--- config.mk ---
export PLATFORM = sky130hd
export DESIGN_NAME = fetch_seq
export DESIGN_NICKNAME = d
export VERILOG_FILES = /design/src/rtl/fetch_seq.sv
export SDC_FILE = /design/constraint.sdc
export NUM_CORES = 1
export LEC_CHECK = 0
export BUFFER_PORTS_ARGS = -buffer_cell sky130_fd_sc_hd__buf_2
export CORE_AREA = 4 4 122 124
export DETAILED_ROUTE_END_ITERATION = 8
export DIE_AREA = 0 0 126 128
export GPL_TIMING_DRIVEN = 0
export PLACE_DENSITY = 0.84
export SYNTH_ARGS = -nofsm -noshare
export SYNTH_HDL_FRONTEND = slang
export SYNTH_SLANG_ARGS = --single-unit
--- constraint.sdc ---
create_clock -name clk -period 3.95 [get_ports clk]
set_clock_uncertainty 0.05 [all_clocks]
set_input_delay 0.1975 -clock clk [delete_from_list [all_inputs] [get_ports clk]]
set_output_delay 0.1975 -clock clk [all_outputs]
set_load 0.01 [all_outputs]
--- src/rtl/fetch_seq.sv ---
// Instruction fetch sequencer: one outstanding imem read, a single-entry hand-off
// register to decode, branch redirect, and a sticky misaligned-target fault.
module fetch_seq #(
    parameter logic [31:0] RESET_PC = 32'h0000_0000
) (
    input  logic        clk,
    input  logic        rst_n,
    input  logic        start,
    output logic        imem_req,
    output logic [31:0] imem_addr,
    input  logic        imem_ack,
    input  logic [31:0] imem_rdata,
    output logic        instr_valid,
    output logic [31:0] instr,
    output logic [31:0] instr_pc,
    input  logic        instr_ready,
    input  logic        br_taken,
    input  logic [31:0] br_pc,
    input  logic [31:0] br_imm,
    output logic        misalign,
    output logic [31:0] retired
);

    localparam logic [1:0] S_IDLE  = 2'd0;
    localparam logic [1:0] S_REQ   = 2'd1;
    localparam logic [1:0] S_VALID = 2'd2;
    localparam logic [1:0] S_FAULT = 2'd3;

    logic [1:0]  state;
    logic [31:0] pc;
    logic [31:0] tgt;
    logic        redir;

    assign tgt   = br_pc + br_imm;
    // Redirects only matter while a fetch is in flight or held; they beat ack/ready.
    assign redir = br_taken && ((state == S_REQ) || (state == S_VALID));

    assign imem_req    = (state == S_REQ);
    assign instr_valid = (state == S_VALID);
    assign imem_addr   = pc;

    always_ff @(posedge clk or negedge rst_n) begin
        if (!rst_n) begin
            state    <= S_IDLE;
            pc       <= RESET_PC;
            instr    <= 32'h0;
            instr_pc <= 32'h0;
            misalign <= 1'b0;
            retired  <= 32'h0;
        end else if (redir) begin
            pc <= tgt;
            if (tgt[1:0] != 2'b00) begin
                misalign <= 1'b1;
                state    <= S_FAULT;
            end else begin
                state <= S_REQ;
            end
        end else begin
            case (state)
                S_IDLE: if (start) state <= S_REQ;
                S_REQ: if (imem_ack) begin
                    instr    <= imem_rdata;
                    instr_pc <= pc;
                    state    <= S_VALID;
                end
                S_VALID: if (instr_ready) begin
                    pc      <= pc + 32'd4;
                    retired <= retired + 32'd1;
                    state   <= S_REQ;
                end
                default: state <= S_FAULT;
            endcase
        end
    end

endmodule
==> results.sh <==
export IMPL_status="finished, final reports clean"
export IMPL_layout_drive_gt1_share_pct=34.3
export IMPL_drtIter0Drc=448
export IMPL_ios=233
export IMPL_grt_setup_unrepaired="no"
export IMPL_diodes=0
export IMPL_leakagePower_nw=5.27
export IMPL_instances_no_fill=1198
export IMPL_crit_end="retired[23]"
export IMPL_cp_end_kind="register"
export IMPL_fill_cells=1057
export IMPL_finalHoldViolations=0
export IMPL_die_h_um=128
export IMPL_die_x_um=126
export IMPL_max_freq_mhz=346
export IMPL_cts_sinks=131
export IMPL_ir_drop_uv=277
export IMPL_hpwl_um=15000
export IMPL_yosysSeqAreaShare_pct=44.0
export IMPL_syn_area_mm2=0.00744
export IMPL_htree_levels=4
export IMPL_async_flop_share_pct=100
export IMPL_synthesis_nets=861
export IMPL_slew_limit_headroom_pct=48.4
export IMPL_die_area_mm2=0.0161
export IMPL_fin_setup_tns_ns=0
export IMPL_cts_buffers=17
export IMPL_synth_top_cell_area_share_pct=44.0
export IMPL_crit_required_ns=4.22
export IMPL_core_mm2=0.0138
export IMPL_start_util_pct=54.0
export IMPL_worstHoldPathType="in -> reg"
export IMPL_crit_start="state[0]"
export IMPL_timing_rr_start="state[0]"
export IMPL_grt_usage_pct=25.5
export IMPL_tritoncts="done"
export IMPL_clk_latency_ns=0.40
export IMPL_synth_cell_types=57
export IMPL_power_per_cell_area_mw_per_mm2=347
export IMPL_synth_avg_cell_area_um2=10.3
export IMPL_period_needed_ns=2.89
export IMPL_r2r_slack_ns=1.06
export IMPL_grt_overflow_total=0
export IMPL_synthCells=720
export IMPL_antenna_found_initial=0
export IMPL_rr_worst_depth=9
export IMPL_nets=1146
export IMPL_final_setup_viol_count=0
export IMPL_wire_per_inst_um=17.0
export IMPL_worst_pin_slew_ns=0.767
export IMPL_cts_buffer_depth=2
export IMPL_synth_edff_count=0
export IMPL_cp_arrival_ns=3.16
export IMPL_clkSlewWorstSetupHoldPaths_ns=0.06
export IMPL_grt_pass1_vias=6756
export IMPL_synth_ff_type="dfrtp_1"
export IMPL_min_from="br_imm[0]"
export IMPL_placed_cells=1133
export IMPL_yosysTopAreaCell="dfrtp_1"
export IMPL_grt_pass1_wl_um=33300
export IMPL_r2r_end="retired[23]"
export IMPL_routed_via_count=6589
export IMPL_final_antenna_net_count=0
export IMPL_cts_root_buf="clkbuf_16"
export IMPL_gp_congestion=0.889
export IMPL_cap_viol_max_count=0
export IMPL_synth_seq_cells=131
export IMPL_ys_warn_count=0
export IMPL_wl_um=20400
export IMPL_drc=0
export IMPL_critPathKind="reg -> reg"
export IMPL_crit_fanout=6
export IMPL_crit_path_start_kind="register"
export IMPL_first_pass_iters=4
export IMPL_grt_max_degree=81
export IMPL_synth_top_cells_by_area="dfrtp_1 (44%), mux2_2 (9.8%), ha_1 (6.4%), xnor2_1 (5.5%), xor2_1 (4.0%)"
export IMPL_vias_per_cell=5.50
export IMPL_cts_resized=0
export IMPL_area_growth_pct=32.0
export IMPL_finalCritPeriodShare_pct=73.1
export IMPL_drv_slew=0
export IMPL_numPortBuffers=232
export IMPL_rows=43
[metrics by stage]
stage | utilization [%] | setup slack, ns | instance area [µm²] | hold WS, ns | power, mW
6_report | 71.3 | 1.06 | 9820 | 0.103 | 3.41
5_1_grt | 71.3 | 0.779 | 9820 | 0.145 | 3.55
4_1_cts | 71.3 | 1.06 | 9820 | 0.0867 | 3.42
3_5_place_dp | 64.3 | 1.08 | 8860 | 0.128 | 1.74
3_3_place_gp | 64.1 | 0.976 | 8830 | 0.379 | 1.73
2_1_floorplan | - | 1.42 | 7440 | -0.148 | 1.60
[registers in the layout, summed over array words and instances, names as in the netlist]
| name | flops |
|---|---|
| imem_addr | 32 |
| retired | 32 |
| state | 2 |
| misalign | 1 |
| instr_pc | 32 |
| instr | 32 |
[where the power goes]
part	leakage [nW]	switching [mW]	total (mW)	internal, mW
Combinational	3.14	0.217	0.402	0.185
Sequential	1.82	0	1.34	1.34
Clock	0.307	0.560	1.67	1.11
[worst min-delay path by stage]
| stage | end | slack (ns) | cells after the start |
|---|---|---|---|
| floorplan | imem_addr[0] | -0.15 | 0 |
| global placement | instr[21] | 0.38 | 2 |
| detailed placement | instr[17] | 0.13 | 1 |
| CTS | imem_addr[0] | 0.09 | 4 |
| global route | imem_addr[0] | 0.15 | 4 |
| finish | imem_addr[0] | 0.10 | 4 |
[cells by family (layout without fill, tap and decap cells)]
| family | after synthesis | after routing | share of synthesized area [%] |
|---|---|---|---|
| and+or+nand+nor | 224 | 224 | 15.1 |
| AOI/OAI and AO/OA | 137 | 137 | 11.7 |
| DFF | 131 | 131 | 44.0 |
| xor gates and xnor gates | 81 | 81 | 9.53 |
| muxes | 70 | 70 | 10.5 |
| adders and majority gates | 39 | 39 | 6.66 |
| buffers and inverters | 38 | 336 | 2.49 |
[synthesized netlist by cell type, types with 13 or more instances]
cell type,instances
dfrtp_1,131
nand2_1,69
mux2_2,65
xnor2_1,47
nor2_1,40
o21ai_0,39
ha_1,38
a21oi_1,37
xor2_1,34
nand3_1,27
and3_1,22
nand4_1,19
a21o_1,14
clkbuf_1,14
inv_1,13
nor3_1,13
[cell usage in the layout, fill, tap and decap left out, types with 19 or more instances in the layout]
cell / Yosys / final
nand4_1: 19 / 19
dlygate4sd3_1: 0 / 33
xnor2_1: 47 / 47
dfrtp_1: 131 / 131
and3_1: 22 / 22
nand3_1: 27 / 27
xor2_1: 34 / 34
o21ai_0: 39 / 39
a21oi_1: 37 / 37
nor2_1: 40 / 40
ha_1: 38 / 38
nand2_1: 69 / 69
buf_2: 0 / 231
mux2_2: 65 / 65
[worst max-delay path, stage by stage, from the launching register on]
cell and delay (ns):
dfrtp_1 0.41, inv_1 0.13, ha_1 0.24, nand2_1 0.18
nor2_1 0.34, nand4_1 0.30, nor3_1 0.61, nand3_1 0.21
nor2_1 0.16, xor2_1 0.16
[layout make-up]
| class | count | area (µm²) | share of cell area (%) |
|---|---|---|---|
| Multi-Input combinational cell | 551 | 3980 | 40.5 |
| Clock buffer | 23 | 478 | 4.87 |
| Tap cell | 180 | 225 | 2.29 |
| Clock inverter | 9 | 151 | 1.54 |
| Sequential cell | 131 | 3280 | 33.4 |
| Timing Repair Buffer | 266 | 1530 | 15.5 |
| Inverter | 13 | 48.8 | 0.497 |
| Buffer | 25 | 136 | 1.39 |
[layer usage]
metal	share of wire, %	up-vias	global-route usage (%)
met2	51	257	44.4
met1	41	3136	31.4
met4	3.2	0	10.0
met5	0	-	0
li1	-	3144	-
met3	5.6	52	4.88
[what timing repair did]
action | 4_1_cts | 5_1_grt
setup buffers | 0 | 0
hold buffers | 33 | 0
endpoints found under the hold margin | 83 | 0
No activity file was read; power rests on OpenSTA's default activity.
